[config.mk]
export PLATFORM = sky130hd
export DESIGN_NAME = flash_sdram_loader
export DESIGN_NICKNAME = d
export VERILOG_FILES = /design/src/rtl/flash_sdram_loader.sv
export SDC_FILE = /design/constraint.sdc
export NUM_CORES = 1
export LEC_CHECK = 0
export CORE_ASPECT_RATIO = 0.9
export CORE_MARGIN = 3
export CORE_UTILIZATION = 47
export CTS_CLUSTER_DIAMETER = 100
export DETAILED_ROUTE_END_ITERATION = 8
export GPL_TIMING_DRIVEN = 0
export PLACE_DENSITY = 0.81
export SLEW_MARGIN = 0
export SYNTH_ARGS = -nofsm -noshare
export SYNTH_HDL_FRONTEND = slang
export SYNTH_SLANG_ARGS = --single-unit
[constraint.sdc]
create_clock -name clk -period 3 [get_ports clk]
set_input_delay 0.45 -clock clk [delete_from_list [all_inputs] [get_ports clk]]
set_output_delay 0.45 -clock clk [all_outputs]
set_load 0.05 [all_outputs]
[src/rtl/flash_sdram_loader.sv]
// flash_sdram_loader: copies (or read-back verifies) flash regions into SDRAM, one word per slot pair.
module flash_sdram_loader #(
    parameter int NUM_REGIONS = 2,
    parameter int RAM_AW = 20,
    parameter int LEN_W = 17,
    parameter logic [NUM_REGIONS*24-1:0] REGION_FLASH = {24'h70000, 24'h78000},
    parameter logic [NUM_REGIONS*RAM_AW-1:0] REGION_RAM = {20'h04000, 20'h00000},
    parameter logic [NUM_REGIONS*LEN_W-1:0] REGION_LEN = {17'd8192, 17'd16384},
    parameter bit STOP_ON_ERR = 1'b0
) (
    input  logic              clk,
    input  logic              resetn,
    input  logic              start,
    input  logic              verify,
    output logic              busy,
    output logic              done,
    output logic              error,
    output logic [RAM_AW-1:0] err_addr,
    output logic [15:0]       err_count,
    output logic [2:0]        region,
    output logic              flash_valid,
    input  logic              flash_ready,
    output logic [23:0]       flash_addr,
    input  logic [15:0]       flash_rdata,
    input  logic              ram_sync,
    output logic              ram_we,
    output logic              ram_oe,
    output logic [RAM_AW-1:0] ram_addr,
    output logic [15:0]       ram_din,
    input  logic [15:0]       ram_dout
);
    typedef enum logic [2:0] {IDLE, SEL, FREQ, WAIT_S1, WAIT_S2, ADV, FIN} state_t;

    state_t state, state_n;
    logic [LEN_W-1:0] idx, len;
    logic [23:0] flash_base;
    logic [RAM_AW-1:0] ram_base;
    logic [15:0] word;
    logic mode, armed, last_region, last_word, ram_req;

    assign flash_base  = REGION_FLASH[region*24 +: 24];
    assign ram_base    = REGION_RAM[region*RAM_AW +: RAM_AW];
    assign len         = REGION_LEN[region*LEN_W +: LEN_W];
    assign last_region = region == 3'(NUM_REGIONS - 1);
    assign last_word   = idx == len - 1'b1;
    assign flash_addr  = flash_base + 24'({idx, 1'b0});
    assign ram_addr    = ram_base + RAM_AW'(idx);
    assign ram_din     = word;
    assign busy        = state != IDLE && state != FIN;
    assign done        = state == FIN;
    assign flash_valid = state == FREQ;
    assign ram_req     = state == WAIT_S1 || state == WAIT_S2;
    assign ram_we      = ram_req & ~mode;
    assign ram_oe      = ram_req & mode;

    always_ff @(posedge clk or negedge resetn)
        if (!resetn) state <= IDLE;
        else state <= state_n;

    always_comb begin
        state_n = state;
        case (state)
            IDLE:    state_n = start ? SEL : IDLE;
            SEL:     state_n = len != '0 ? FREQ : last_region ? FIN : SEL;
            FREQ:    state_n = flash_ready ? WAIT_S1 : FREQ;
            // a sync in the first request cycle cannot have seen the request
            WAIT_S1: state_n = ram_sync && armed ? WAIT_S2 : WAIT_S1;
            WAIT_S2: state_n = ram_sync ? ADV : WAIT_S2;
            ADV:     state_n = (STOP_ON_ERR && error) || (last_word && last_region) ? FIN :
                               last_word ? SEL : FREQ;
            default: state_n = IDLE;
        endcase
    end

    always_ff @(posedge clk or negedge resetn) begin
        if (!resetn) begin
            mode      <= 1'b0;
            armed     <= 1'b0;
            word      <= '0;
            idx       <= '0;
            region    <= '0;
            error     <= 1'b0;
            err_addr  <= '0;
            err_count <= '0;
        end else begin
            armed <= state == WAIT_S1;
            case (state)
                IDLE: if (start) begin
                    mode      <= verify;
                    error     <= 1'b0;
                    err_addr  <= '0;
                    err_count <= '0;
                    region    <= '0;
                    idx       <= '0;
                end
                SEL:  if (len == '0 && !last_region) region <= region + 3'd1;
                FREQ: if (flash_ready) word <= flash_rdata;
                WAIT_S2: if (ram_sync && mode && ram_dout != word) begin
                    error     <= 1'b1;
                    err_count <= err_count + {15'd0, ~&err_count};
                    if (!error) err_addr <= ram_addr;
                end
                ADV: begin
                    idx <= last_word ? '0 : idx + 1'b1;
                    if (last_word && !last_region) region <= region + 3'd1;
                end
                default: ;
            endcase
        end
    end
endmodule
==> flow_metrics.env, run 1 <==
export IMPL_status="finished clean"
export IMPL_yosys_most_used_dff="dfrtp_1"
export IMPL_r2r_end="err_count[12]$_DFFE_PN0P_"
export IMPL_min_period_over_period_pct=95.95
export IMPL_crit_path_end_kind="register"
export IMPL_die_y_um=99
export IMPL_power_w=0.004807
export IMPL_vias=4015
export IMPL_fmax_ghz=0.3474
export IMPL_final_max_slew_violation_count=0
export IMPL_ys_types=61
export IMPL_power_frac_clock_pct=19.9
export IMPL_numPortBuffers=133
export IMPL_synthCells=458
export IMPL_die_w_um=109.3
export IMPL_synth_edf_count=0
export IMPL_postLayoutCellArea_um2=6342
export IMPL_crit_path_start_kind="register"
export IMPL_initial_utilization_pct=48.84
export IMPL_cts_buffers=9
export IMPL_ys_warn_count=0
export IMPL_wl_mm=12.01
export IMPL_tightest_slew_ns=0.7690
export IMPL_drc=0
export IMPL_gr_total_overflow=0
export IMPL_ys_seq_area_share_pct=42.11
export IMPL_cp_max_fo=5
export IMPL_relSlewSlack_pct=48.55
export IMPL_reg2reg_from="err_count[12]$_DFFE_PN0P_"
export IMPL_yosys_area_top_type="dfrtp_1"
export IMPL_antenna_found_initial=0
export IMPL_power_leakage_nw=2.676
export IMPL_hpwl_mm=8.893
export IMPL_cp_arrival_ns=3.10
export IMPL_cts_tree="done"
export IMPL_track_usage_pct=22.40
export IMPL_root_buffer="clkbuf_8"
export IMPL_layout_drive_gt1_share_pct=19.48
export IMPL_endpoint="err_count[12]$_DFFE_PN0P_"
export IMPL_holdWs_ns=0.04224
export IMPL_netSwitchingFraction_pct=44.44
export IMPL_hold_viol=0
export IMPL_synth_area_top_cells="dfrtp_1, buf_4, mux2i_1"
export IMPL_gp_congestion=0.9152
export IMPL_ys_seq_elements=76
export IMPL_synth_top_area_share_pct=42.11
export IMPL_cap_violations=0
export IMPL_startpoint="err_count[12]$_DFFE_PN0P_"
export IMPL_grt_pass1_vias=3972
export IMPL_finalCriticalPeriod_ns=2.879
export IMPL_synthToLayoutAreaGrowth_pct=40.42
export IMPL_clock_skew_ns=0.01351
export IMPL_vdd_drop_max_mv=0.5996
export IMPL_r2r_cells=10
export IMPL_core_area_um2=9249
export IMPL_dpl_instance_area_um2=6061
export IMPL_path_clk_slew_ns=0.09
export IMPL_cts_sinks=76
export IMPL_syn_cell_area_um2=4517
export IMPL_cp_required_ns=3.22
export IMPL_r2r_setup_slack_ns=0.12
export IMPL_rows=33
export IMPL_p_switching_w=0.002137
export IMPL_crit_type="register to register"
export IMPL_grt_pass1_wl_mm=19.58
export IMPL_wl_per_cell_um=16.16
export IMPL_p_comb_share_pct=50.7
export IMPL_antenna_left=0
export IMPL_syn_area_per_cell_um2=9.862
export IMPL_vias_per_cell=5.404
export IMPL_htree_levels=3
export IMPL_dr_first_iter_drc_count=200
export IMPL_power_density_nw_per_um2=758.0
export IMPL_p_int_w=0.002671
export IMPL_setup_tns_ns=0
export IMPL_place_inst=722
export IMPL_setup_viol=0
export IMPL_diodes=0
export IMPL_clk_latency_ns=0.35
export IMPL_async_flop_share_pct=100.0
export IMPL_drt_pass1_iterations=5
export IMPL_die_area_um2=10820
export IMPL_grt_max_degree=45
export IMPL_p_seq_share_pct=29.4
export IMPL_fin_cells=743
export IMPL_final_nets=666
export IMPL_num_io_pins=143
export IMPL_cts_buffer_depth=2
export IMPL_hold_path_class="input pin to async pin"
power groups by stage:
stage	combinational [W]	clock, W	sequential [W]
2_1_floorplan	0.00127	0	0.00184
5_1_grt	0.00258	0.00103	0.00145
3_3_place_gp	0.00242	0	0.00143
3_5_place_dp	0.00246	0	0.00144
6_report	0.00244	0.000955	0.00141
4_1_cts	0.00245	0.000973	0.00142
cells in the mapped netlist (all sizes together) (6+ instances only):
| cell type | number |
|---|---|
| a211oi | 9 |
| a31o | 9 |
| a31oi | 13 |
| buf | 49 |
| clkbuf | 8 |
| dfrtp | 76 |
| ha | 11 |
| inv | 22 |
| mux2 | 19 |
| mux2i | 24 |
| nand2 | 53 |
| nand3 | 15 |
| nand4 | 13 |
| nor2 | 18 |
| nor3 | 6 |
| nor4 | 8 |
| o21ai | 11 |
| or2 | 6 |
| or3 | 9 |
| xnor2 | 22 |
layout make-up:
class	count	area (um2)
fill	723	2907
inverter	22	82.58
clock buffer	10	127.6
tap	122	152.6
buffer	57	384.1
timing repair buffer	139	1393
multi-input combinational	311	2182
sequential	76	1908
clock inverter	6	112.6
registers in the layout, summed over array words and instances (netlist names):
signal and flops:
err_addr 18, error 1, armed 1, err_count 16, ram_din 16, mode 1
state 3, idx 17, region 3
per-stage QoR:
step | util, % | setup WS [ns]
after floorplan | - | 0.007067
after global placement | 65.26 | -1.468
after detailed placement | 65.53 | 0.08174
after CTS | 68.09 | 0.004347
after global routing | 68.57 | -0.01120
final | 68.57 | 0.1214
critical path, cell delays in order, from the launching register on:
cell	delay, ns
dfrtp_2	0.42
nand4_1	0.15
or2_4	0.29
or4_1	0.53
ha_1	0.21
ha_1	0.19
and3_2	0.25
nand4_1	0.16
nor2_1	0.07
nor4b_1	0.14
a311o_1	0.34
layer usage:
| layer | vias to the layer above | global-route usage (%) | part of all wire (%) | routed length (um) |
|---|---|---|---|---|
| li1 | 1891 | - | - | - |
| met1 | 1925 | 30.69 | 42 | 4992 |
| met2 | 187 | 36.23 | 48 | 5796 |
| met3 | 12 | 5.763 | 9.4 | 1132 |
| met4 | 0 | 4.123 | 0.69 | 83 |
| met5 | - | 0 | 0 | 0 |
layout by cell type, fill, tap and decap left out, types with 5 or more instances in the layout:
cell,instances
o21ai_0,11
clkdlybuf4s50_1,125
a211oi_1,8
nor3_1,5
buf_4,45
nor4_1,6
or3_1,9
nand2_1,53
nand3_1,14
buf_2,7
clkbuf_8,9
a31o_2,9
mux2_2,17
xnor2_1,22
a31oi_1,13
mux2i_1,24
dfrtp_1,71
dfrtp_2,5
ha_1,11
nor2_1,17
or2_2,5
conb_1,9
inv_1,21
clkbuf_1,9
nand4_1,13
worst min path at each step:
stage / start / end / slack (ns) / cells after the start
2_1_floorplan: resetn / armed$_DFF_PN0_ / 0.15 / 0
3_3_place_gp: err_count[13]$_DFFE_PN0P_ / err_count[13]$_DFFE_PN0P_ / 0.47 / 1
3_5_place_dp: resetn / err_count[8]$_DFFE_PN0P_ / 0.43 / 1
4_1_cts: resetn / err_count[8]$_DFFE_PN0P_ / 0.05 / 1
5_1_grt: resetn / err_count[8]$_DFFE_PN0P_ / 0.06 / 1
6_report: resetn / err_count[8]$_DFFE_PN0P_ / 0.04 / 1
cells by family (layout without fill, tap and decap cells):
kind of cell	after synthesis	count (layout)	synth area share (%)
AND/OR/NAND/NOR	158	158	19.03
buffers and inverters	79	234	10.33
flip-flops	76	76	42.11
AO/OA/AOI/OAI	66	66	10.44
multiplexers	43	43	10.06
XOR/XNOR	23	23	4.460
adder cells (fa/ha/maj)	12	12	3.490
other	1	9	0.08302
what timing repair did:
item                       in CTS  in global routing
pin swaps                       0                  1
buffers inserted                0                  5
hold buffers                    0                  0
setup endpoints to repair       3                  9
resized for setup               3                 11
Power figures use the tool's default switching activity.
==> run 2: changes to the inputs <==
- ABC_AREA: unset -> 1
- CORE_UTILIZATION: 47 -> 48
==> run 2 against run 1 <==
Compared with the run above:
- via count grew 13%
- die area up 2.8%
- clock-buffer cell count unchanged
- fmax is 0.50% higher
- combinational power decreased by 15%
- cell area increased by 2.5%
- global-route usage up 0.46 points
- largest power group unchanged
==> flow_metrics.env, run 2 <==
export IMPL_cts_setup_buffers=0
export IMPL_final_common_cell="nand2_1"
export IMPL_yosys_most_used_dff="dfrtp_1"
export IMPL_cts_buffers=9
export IMPL_synth_top_area_share_pct=40.04
export IMPL_fmax_ghz=0.3491
export IMPL_dr_first_iter_drc_count=246
export IMPL_layout_common_cells="nand2_1, clkdlybuf4s50_1, inv_1"
export IMPL_n_fill_cell=816
export IMPL_cp_required_ns=2.55
export IMPL_relSlewSlack_pct=63.60
export IMPL_setup_tns_ns=0
export IMPL_gp_congestion=0.8903
export IMPL_gr_total_overflow=0
export IMPL_top_register="err_addr"
export IMPL_crit_path_start_kind="register"
export IMPL_power_density_nw_per_um2=670.1
export IMPL_die_w_um=110.9
export IMPL_power_leakage_nw=3.056
export IMPL_ys_types=43
export IMPL_crit_path_end_kind="output port"
export IMPL_cap_violations=0
export IMPL_synth_area_top_cells="dfrtp_1, nand2_1, buf_4"
export IMPL_rows=33
export IMPL_final_max_slew_violation_count=0
export IMPL_synthCells=613
export IMPL_die_area_um2=11130
export IMPL_drt_pass1_iterations=4
export IMPL_htree_levels=3
export IMPL_grt_setup_unrepaired="no"
export IMPL_grt_use_met2_pct=39.37
export IMPL_die_y_um=100.4
export IMPL_core_area_um2=9373
export IMPL_initial_utilization_pct=50.67
export IMPL_synth_edf_count=0
export IMPL_path_clk_slew_ns=0.09
export IMPL_min_period_over_period_pct=95.48
export IMPL_postLayoutCoreUtil_pct=69.39
export IMPL_hpwl_mm=9.830
export IMPL_slowest_stage="clkdlybuf4s50_1"
export IMPL_ys_warn_count=0
export IMPL_crit_type="register to output port"
export IMPL_fin_cells=893
export IMPL_postCtsHoldBufs=0
export IMPL_wl_mm=12.69
export IMPL_numPortBuffers=133
export IMPL_grt_pass1_vias=4469
export IMPL_async_flop_share_pct=100.0
export IMPL_wl_per_cell_um=14.20
export IMPL_syn_cell_area_um2=4750
export IMPL_track_usage_pct=22.86
export IMPL_slowest_delay_ns=0.81
export IMPL_setup_slack_ns=0.1356
export IMPL_critical_path_cell_chain="nor2_4 > nand2_4 > nor2_1 > ha_1 > or2_2 > nand2_1 > clkdlybuf4s50_1"
export IMPL_cts_sinks=76
export IMPL_yosys_area_top_type="dfrtp_1"
export IMPL_layout_drive_gt1_share_pct=13.75
export IMPL_postLayoutCellArea_um2=6504
export IMPL_cts_buffer_depth=2
export IMPL_tightest_slew_ns=0.5443
export IMPL_place_inst=877
export IMPL_cp_arrival_ns=2.41
export IMPL_synth_most_common_cell="nand2_1"
export IMPL_vdd_drop_max_mv=0.5804
export IMPL_vias_per_cell=5.086
export IMPL_use_met1_pct=28.98
export IMPL_antenna_found_initial=0
export IMPL_hold_path_class="input pin to async pin"
export IMPL_cp_max_fo=9
export IMPL_grt_use_met3_pct=4.159
export IMPL_ys_top_cells_by_count="nand2_1, inv_1, dfrtp_1, nor2_1, nand3_1"
export IMPL_gr_max_usage_layer="met2"
export IMPL_status="finished clean"
export IMPL_synthToLayoutAreaGrowth_pct=36.93
export IMPL_antenna_left=0
export IMPL_num_io_pins=143
export IMPL_place_ws_ns=0.2143
export IMPL_clock_skew_ns=0.01010
export IMPL_reg_top3="err_addr (18), idx (17)"
export IMPL_root_buffer="clkbuf_8"
export IMPL_clk_latency_ns=0.35
export IMPL_hold_viol=0
export IMPL_dpl_instance_area_um2=6289
export IMPL_ys_seq_elements=76
export IMPL_ys_seq_area_share_pct=40.04
export IMPL_syn_area_per_cell_um2=7.748
export IMPL_r2r_setup_slack_ns=0.69
export IMPL_cts_tree="done"
export IMPL_largest_reg_flops=18
export IMPL_final_nets=816
export IMPL_grt_max_degree=46
export IMPL_finalCriticalPeriod_ns=2.864
export IMPL_setup_viol=0
export IMPL_vias=4542
export IMPL_grt_pass1_wl_mm=21.05
export IMPL_drc=0
export IMPL_diodes=0
==> run 2: cell types whose count changed after synthesis, sizes merged, moves of 18 or more <==
cell   previous run  this run
nor2             18        72
mux2             19         0
xnor2            22         4
nand3            15        46
inv              22        82
mux2i            24         0
nand2            53       158
o21ai            11        41
==> run 2: kinds of logic (layout without fill, tap and decap cells) <==
kind of cell	after synthesis	count (layout)	synth area share (%)
AO/OA/AOI/OAI	66	66	7.772
XOR/XNOR	22	22	4.057
adder cells (fa/ha/maj)	12	12	3.319
buffers and inverters	131	281	14.04
flip-flops	76	76	40.04
other	1	9	0.07895
AND/OR/NAND/NOR	305	305	30.69
==> run 2: metal layers <==
layer	vias to the layer above	wire, um
met5	-	0
met4	0	300
met3	28	721
met2	140	6358
met1	2160	5305
li1	2214	-
==> run 2: worst max-delay path: cells and delay by family (launching register included) <==
family,cells,cell delay (ns)
DFF,1,0.45
buffers and inverters,1,0.81
adders and majority gates,1,0.18
and+or+nand+nor,5,0.62
==> run 2: report_power, final <==
part	total [W]	leakage, nW	internal, W	switching, W
registers	0.00138	1.03	0.00120	0.000183
clock network	0.000914	0.113	0.000499	0.000415
logic	0.00207	1.92	0.000674	0.00139
total	0.00436	3.06	0.00237	0.00199
==> run 2: metrics by stage <==
| stage | total power (W) | hold slack, ns |
|---|---|---|
| 2_1_floorplan | 0.002797 | 0.1544 |
| 3_3_place_gp | 0.003425 | 0.4592 |
| 3_5_place_dp | 0.003471 | 0.4250 |
| 4_1_cts | 0.004395 | 0.03528 |
| 5_1_grt | 0.004613 | 0.04782 |
| 6_report | 0.004358 | 0.03136 |
==> run 2: final cells by class <==
| type | count | area [um2] | share of cell area (%) |
|---|---|---|---|
| inverter | 83 | 314.1 | 4.829 |
| clock inverter | 6 | 93.84 | 1.443 |
| tap | 122 | 152.6 | 2.347 |
| clock buffer | 10 | 137.6 | 2.116 |
| timing repair buffer | 134 | 1340 | 20.60 |
| sequential | 76 | 1902 | 29.24 |
| buffer | 48 | 352.8 | 5.425 |
| multi-input combinational | 414 | 2211 | 33.99 |
==> run 2: timing repair <==
item	4_1_cts	5_1_grt
pin swaps	0	0
endpoints found under the setup margin	4	3
gates resized for setup	4	6
==> run 2: worst paths after layout <==
check / from / endpoint / depth (start not counted)
setup / recovery: region[1]$_DFFE_PN0P_ / ram_addr[16] / 7
hold / removal: resetn / err_addr[16]$_DFFE_PN0P_ / 1
setup reg to reg: err_count[7]$_DFFE_PN0P_ / err_count[14]$_DFFE_PN0P_ / 13
hold reg to reg: err_addr[11]$_DFFE_PN0P_ / err_addr[11]$_DFFE_PN0P_ / 2
max in group asynchronous: resetn / region[1]$_DFFE_PN0P_ / 2
min in group clk: err_addr[11]$_DFFE_PN0P_ / err_addr[11]$_DFFE_PN0P_ / 2
